`src/rtl/lut_stream_loader.sv`:
```
//------------------------------------------------------------------------------
// lut_stream_loader
//
// Streams LUT_SIZE paired entries (log2 / exp2) from a host valid/ready port
// into a LUT consumer that has no backpressure.  Each accepted beat becomes a
// single-cycle lut_wr_en pulse one cycle later, with the data registered.
//
// A load starts with a one-cycle start pulse in IDLE.  It ends in one of two
// ways:
//   DONE  after LUT_SIZE beats have been accepted.
//   ERR   after TIMEOUT_CYC consecutive cycles pass without a beat.
// Both DONE and ERR are sticky.  Only abort (which returns to IDLE) or reset
// leaves them.
//
// Compile-time option:
//   LUT_LOADER_CHECKSUM_EN  adds the lut_checksum output.  It holds the
//                           modulo-2^16 sum of every accepted log2 + exp2
//                           pair, and is cleared on start.
//
// Ports:
//   clk, rst_n          clock, asynchronous active-low reset
//   start               single-cycle load request (honoured in IDLE only)
//   abort               cancel a load / clear DONE or ERR, back to IDLE
//   cfg_valid/ready     host beat handshake
//   cfg_log2_data       log2 entry from the host   (MANT_LEN bits)
//   cfg_exp2_data       exp2 entry from the host   (FLOAT_LEN bits)
//   lut_wr_en           write strobe to the LUT consumer
//   log2_lut_data_out   registered log2 write data
//   exp2_lut_data_out   registered exp2 write data
//   wr_count            entries accepted in the current load
//   lut_busy/done/err   state flags for LOAD / DONE / ERR
//   lut_checksum        running checksum (LUT_LOADER_CHECKSUM_EN only)
//------------------------------------------------------------------------------
module lut_stream_loader #(
   parameter int LUT_SIZE    = 128,
   parameter int MANT_LEN    = 10,
   parameter int FLOAT_LEN   = 16,
   parameter int TIMEOUT_CYC = 1024
) (
   input  logic                        clk,
   input  logic                        rst_n,
   input  logic                        start,
   input  logic                        abort,
   input  logic                        cfg_valid,
   output logic                        cfg_ready,
   input  logic [MANT_LEN-1:0]         cfg_log2_data,
   input  logic [FLOAT_LEN-1:0]        cfg_exp2_data,
   output logic                        lut_wr_en,
   output logic [MANT_LEN-1:0]         log2_lut_data_out,
   output logic [FLOAT_LEN-1:0]        exp2_lut_data_out,
   output logic [$clog2(LUT_SIZE):0]   wr_count,
   output logic                        lut_busy,
   output logic                        lut_done,
   output logic                        lut_err
`ifdef LUT_LOADER_CHECKSUM_EN
   ,
   output logic [15:0]                 lut_checksum
`endif
);

   localparam int CW = $clog2(LUT_SIZE) + 1;
   localparam int GW = $clog2(TIMEOUT_CYC + 1);

   typedef enum logic [1:0] {
      IDLE = 2'd0,
      LOAD = 2'd1,
      DONE = 2'd2,
      ERR  = 2'd3
   } state_t;

   state_t        state;
   state_t        state_nxt;
   logic [GW-1:0] gap;
   logic          hs;
   logic          last_beat;
   logic          gap_expired;
   logic          load_begin;

   // Abort masks ready in the same cycle, so a beat offered together with
   // abort is never accepted.
   assign cfg_ready   = (state == LOAD) && !abort;
   assign hs          = cfg_valid && cfg_ready;
   assign last_beat   = (wr_count == CW'(LUT_SIZE - 1));
   // This is the idle cycle that makes the gap counter reach TIMEOUT_CYC.
   assign gap_expired = (gap == GW'(TIMEOUT_CYC - 1));
   assign load_begin  = (state == IDLE) && start && !abort;

   assign lut_busy = (state == LOAD);
   assign lut_done = (state == DONE);
   assign lut_err  = (state == ERR);

   //---------------------------------------------------------------------------
   // State register
   //---------------------------------------------------------------------------
   always_ff @(posedge clk or negedge rst_n) begin
      if (!rst_n) begin
         state <= IDLE;
      end else begin
         // NOTE: sequential state uses non-blocking assignments, so every
         // flop samples the pre-edge values regardless of block order.
         state <= state_nxt;
      end
   end

   //---------------------------------------------------------------------------
   // Next-state logic
   //---------------------------------------------------------------------------
   always_comb begin
      // NOTE: the default comes first, so no path leaves state_nxt unassigned
      // and no latch is inferred.
      state_nxt = state;
      unique case (state)
         IDLE: if (start) state_nxt = LOAD;
         LOAD: begin
            if (hs && last_beat)
               state_nxt = DONE;
            else if (!hs && gap_expired)
               state_nxt = ERR;
         end
         default: ;  // DONE and ERR hold until abort
      endcase
      // Abort overrides everything, including a start seen in IDLE.
      if (abort) state_nxt = IDLE;
   end

   //---------------------------------------------------------------------------
   // Datapath: write strobe, output data, beat and gap counters
   //---------------------------------------------------------------------------
   always_ff @(posedge clk or negedge rst_n) begin
      if (!rst_n) begin
         // NOTE: every datapath register has an async reset.  A reset in the
         // middle of a beat therefore drops the pending strobe at once.
         lut_wr_en         <= 1'b0;
         log2_lut_data_out <= '0;
         exp2_lut_data_out <= '0;
         wr_count          <= '0;
         gap               <= '0;
      end else begin
         lut_wr_en <= hs;
         if (hs) begin
            log2_lut_data_out <= cfg_log2_data;
            exp2_lut_data_out <= cfg_exp2_data;
         end

         if (load_begin) begin
            wr_count <= '0;
            gap      <= '0;
         end else if (state == LOAD) begin
            if (hs) begin
               // hs cannot occur outside LOAD, and LOAD leaves once the count
               // hits LUT_SIZE, so wr_count cannot wrap.
               wr_count <= wr_count + CW'(1);
               gap      <= '0;
            end else begin
               gap <= gap + GW'(1);
            end
         end
      end
   end

`ifdef LUT_LOADER_CHECKSUM_EN
   always_ff @(posedge clk or negedge rst_n) begin
      if (!rst_n) begin
         lut_checksum <= '0;
      end else if (load_begin) begin
         lut_checksum <= '0;
      end else if (hs) begin
         lut_checksum <= lut_checksum + 16'(cfg_log2_data) + 16'(cfg_exp2_data);
      end
   end
`endif

endmodule

```
`config.mk`:
```
export PLATFORM = sky130hd
export DESIGN_NAME = lut_stream_loader
export DESIGN_NICKNAME = d
export VERILOG_FILES = /design/src/rtl/lut_stream_loader.sv
export SDC_FILE = /design/constraint.sdc
export NUM_CORES = 1
export LEC_CHECK = 0
export ABC_AREA = 1
export BUFFER_PORTS_ARGS = -buffer_cell sky130_fd_sc_hd__buf_2
export CAP_MARGIN = 20
export CORE_MARGIN = 10
export CORE_UTILIZATION = 55
export DETAILED_ROUTE_END_ITERATION = 10
export GPL_TIMING_DRIVEN = 0
export PLACE_DENSITY = 0.85
export SYNTH_ARGS = -nofsm -noshare
export SYNTH_HDL_FRONTEND = slang
export SYNTH_SLANG_ARGS = --single-unit
```
`constraint.sdc`:
```
create_clock -name clk -period 2.12 [get_ports clk]
set_clock_uncertainty 0.2 [all_clocks]
set_input_delay 0.318 -clock clk [delete_from_list [all_inputs] [get_ports clk]]
set_output_delay 0.318 -clock clk [all_outputs]
set_load 0.01 [all_outputs]
```
[Word-level counts from Yosys, hierarchy flattened]
Cells that the tools add are included.
Storage, ports and cells
  flip-flop bits (word level): 48
  input port bits: 31
  output and inout bits: 39
  word-level logic and storage cells: 40
Operators by class
  add/subtract/negate cells: 2
  equality and inequality tests: 7
  multiplexer cells: 11
  reductions and logical operators: 14
Operators with widths (count)
  2-to-1 mux 11 bit: 3
  2-to-1 mux 8 bit: 3
  adder 11 x 1 -> 11 bit, second input constant: 1
  == test 11 x 10 -> 1 bit, second input constant: 1
  adder 8 x 1 -> 8 bit, second input constant: 1
  == test 8 x 7 -> 1 bit, second input constant: 1
  2-to-1 mux 2 bit: 4
  logical AND 1 bit: 6
  == test 2 bit, second input constant: 2
  != test 4 x 2 -> 1 bit, second input constant: 1
  case mux 2 bit (2 select lines): 1
  nonzero test 2 bit: 2
  != test 3 bit, second input constant: 1
  AND reduction 3 bit: 1
  nonzero test 3 bit: 1
  == test 2 x 1 -> 1 bit, second input constant: 1
  zero test 1 bit: 2
  zero test 2 bit: 1
  AND reduction 2 bit: 1

[Longest topological paths before layout]
  word-level depth: 9
  gate-level depth with buffers: 9

[Least setup slack after synthesis]
OpenSTA, ideal clock, no wires.
  path type: flip-flop to flip-flop
  start point: register state[1]
  end point: register exp2_lut_data_out[10]
  setup time: 117 ps
  data arrival time: 1106 ps
  data required time: 1803 ps
  setup slack: 698 ps
  stages on the path, launching flop included: 9
  period minus slack after synthesis: 1422 ps
  cells stage by stage: dfrtp_1 > inv_2 > nand2_2 > nor2_4 > nand2_2 > buf_6 > buf_6 > nand2_1 > nand2_1
Between the ends
  cells in the longest elaborated chain, start to end: 3
RTL lines
  start: declaration: RTL line 71  | state_t state;
  start signal: assignment: RTL line 101  | state <= state_nxt;
  == test 2 x 1 -> 1 bit: RTL line 81  | assign cfg_ready = (state == LOAD) && !abort;
  logical AND 1 bit: RTL line 81
  named net cfg_ready: RTL line 45  | output logic cfg_ready,
  logical AND 1 bit: RTL line 82  | assign hs = cfg_valid && cfg_ready;
  end signal: assignment: RTL line 142  | exp2_lut_data_out <= cfg_exp2_data;
  end: declaration: RTL line 50  | output logic [FLOAT_LEN-1:0] exp2_lut_data_out,
The timed path passes the listed nets, and every way through them passes these cells.
A chain may end at the register's enable or synchronous reset.

[Worst setup path in the final report]
  start point: register state[1]
  end point: output port cfg_ready
Between the ends
  cells in the longest elaborated chain, start to end: 2
RTL lines (RTL line)
  == test 2 x 1 -> 1 bit: 81
  logical AND 1 bit: 81
  end: declaration: 45
No other way between the ends.

==> flow_summary.json <==
{
  "seqPwrFrac_pct": 52.7,
  "max_freq_mhz": 589,
  "grt_pass1_wl_um": 9630,
  "cp_top_family": "flip-flops",
  "required_ps": 1600,
  "nets": 401,
  "cp-end-kind": "output port",
  "num_rows": 23,
  "cts_tree": "yes",
  "path_cells": "inv_2 > nand2_2 > nor2_4 > buf_2",
  "grt_max_degree": 49,
  "post-dp-hpwl_um": 4090,
  "critical_path_cell_count": 4,
  "drt_iter0_drc": 187,
  "internal_power_mw": 1.48,
  "cp_num_buf_inv": 2,
  "vdd_drop_max_mv": 0.628,
  "globalRouteOverflowTotal": 0,
  "crit_fanout": 6,
  "die_area_mm2": 0.00713,
  "crit_path_top_delay_cell": "dfrtp_1",
  "hold_class": "primary input to flop",
  "routedWlPerCell_um": 13.4,
  "htree_levels": 2,
  "synth_async_sr_flop_share_pct": 100,
  "core_mm2": 0.00400,
  "rsz0062_at_grt": "no",
  "netlist_top_cells_area": "dfrtp_1, nand2_1, nand3_1, inv_1, nor2_1",
  "clkTransAtPathRegs_ps": 90,
  "synth_seq_cells": 48,
  "final.period_utilization_pct": 80.0,
  "comb_power_share_pct": 20.4,
  "finalCriticalPeriod_ps": 1700,
  "netlist.area_leader.share_pct": 52.6,
  "cts_setup_buffers": 0,
  "drv_slew": 0,
  "critPathLaunchType": "flop",
  "ys.flop_type": "dfrtp_1",
  "power_density_mw_per_mm2": 754,
  "synthMostInstantiatedCell": "nand2_1",
  "synth_nets": 322,
  "synth_area_leader_cell": "dfrtp_1",
  "p_leak_nw": 1.64,
  "gp_congestion": 0.839,
  "grtUsageMet1_pct": 16.5,
  "clkPwrFrac_pct": 27.0,
  "syn_area_mm2": 0.00228,
  "ant_nets": 0,
  "synthCells": 289,
  "worstSetupPathType": "flop to output port",
  "cts_made_buffers": 5,
  "clkSinkCount": 48,
  "synth_common_cells": "nand2_1, dfrtp_1, inv_1",
  "worstPathArrival_ps": 1180,
  "final_hold_viol_count": 0,
  "area_delta_synth_final_pct": 23.8,
  "setup_viol": 0,
  "die_w_um": 84.5,
  "dr_total_vias": 2079,
  "fin_util_pct": 70.7,
  "slew_headroom_pct": 70.3,
  "drt_wl_total_um": 5600,
  "status": "complete, no violations",
  "synth_edf_count": 0,
  "dieHeight_um": 84.5,
  "syn_area_per_cell_um2": 7.91,
  "p_sw_uw": 649,
  "antenna_found_initial": 0,
  "worst_slew_pin_slew_ps": 445,
  "num_antenna_cells": 0,
  "root_buffer": "clkbuf_8",
  "dr.pass1.iters": 4,
  "drc": 0,
  "start_util_pct": 57.1,
  "whs_path_depth": 3,
  "numPortBuffers": 69,
  "use_met3_pct": 5.41,
  "cap_violations": 0,
  "clk_latency_ps": 300,
  "worstRegToRegCells": 9,
  "pin_count": 70,
  "grt_pass1_vias": 2224,
  "power.share.switching_pct": 30.4,
  "cpPeakStageDelay_ps": 410,
  "ys_warn_count": 0,
  "grt_use_met2_pct": 29.7,
  "grt_use_total_pct": 15.8,
  "ys_seq_area_share_pct": 52.6,
  "vias_per_cell": 4.96,
  "drive_above_1_share_pct": 25.2,
  "synth.distinct_cells": 22,
  "clk_path_buf_depth": 2,
  "top_usage_layer": "met2",
  "finalSetupTns_ps": 0
}
-- path summary, 6_finish.rpt --
check,to,startpoint,slack (ps)
worst min-delay path,exp2_lut_data_out[10],cfg_exp2_data[10],5
max in group asynchronous,gap[8],rst_n,930
min in group asynchronous,exp2_lut_data_out[9],rst_n,280
worst max-delay path,cfg_ready,state[1],420
worst max register to register,gap[8],gap[0],500
worst min register to register,log2_lut_data_out[1],log2_lut_data_out[1],270
-- layer usage --
metal  part of all wire (%)  wire length, um  vias up
met5                      0                0        -
met4                   0.79               44        0
met3                    6.3              350        6
met2                     53             2950       59
met1                     40             2260      959
li1                       -                -     1055
-- cells by family (layout without fill, tap and decap cells) --
group | after synthesis | count (layout) | synth area share (%)
adders and majority gates | 2 | 2 | 1.10
and+or+nand+nor | 187 | 187 | 34.3
buffers and inverters | 33 | 113 | 7.23
AOI/OAI and AO/OA | 19 | 19 | 4.82
DFF | 48 | 48 | 52.6
-- layout make-up --
class | count | area, um^2
timing repair buffer | 72 | 385
tap | 50 | 62.6
inverter | 26 | 97.6
buffer | 7 | 67.6
sequential | 48 | 1200
clock buffer | 6 | 82.6
fill | 323 | 1170
clock inverter | 2 | 13.8
multi-input combinational | 208 | 918
-- timing repair --
action | CTS | global route
resized for setup | 0 | 0
hold buffers | 0 | 2
hold endpoints to repair | 0 | 19
-- tightest hold or removal path: cells and delay by family --
family	cells	cell delay (ps)
and+or+nand+nor	2	90
buffers and inverters	1	70
-- cell usage in the layout, fill, tap and decap left out --
cell type and count:
nand2_1 130, buf_2 69, dfrtp_1 48, inv_1 25, nand3_1 20, nor2_1 20
o21ai_0 9, nand4_1 7, clkbuf_8 6, a21oi_1 5, buf_6 4, buf_4 3
nand2_2 3, nor2_4 2, o21bai_1 2, nor3_1 2, ha_1 2, dlygate4sd3_1 2
inv_2 1, o211ai_1 1, nand2_4 1, a211o_1 1, and3_1 1, o21ai_2 1
nand3b_1 1, clkinv_2 1, inv_6 1, buf_12 1
-- power by group through the flow --
| stage | clock [mW] | combinational (mW) | sequential [mW] |
|---|---|---|---|
| after global placement | 0 | 0.421 | 1.13 |
| final | 0.575 | 0.434 | 1.12 |
| after detailed placement | 0 | 0.434 | 1.14 |
| after global routing | 0.619 | 0.496 | 1.14 |
| after floorplan | 0 | 0.167 | 1.18 |
| after CTS | 0.585 | 0.436 | 1.12 |
-- sequential cells by signal (all words and copies together), names as in the netlist --
signal / flops
exp2_lut_data_out: 16
gap: 11
log2_lut_data_out: 10
lut_wr_en: 1
state: 2
wr_count: 8
-- through the flow --
stage | total power [mW] | instances | hold WS, ps | area, um^2 | setup WS, ps
floorplan | 1.35 | 289 | -178 | 2280 | 698
finish | 2.13 | 419 | 5.06 | 2830 | 423
global placement | 1.55 | 408 | 249 | 2690 | 547
global route | 2.26 | 419 | 16.4 | 2830 | 353
detailed placement | 1.57 | 408 | 253 | 2690 | 516
CTS | 2.14 | 416 | 2.12 | 2790 | 410
No activity file was read; power rests on OpenSTA's default activity.
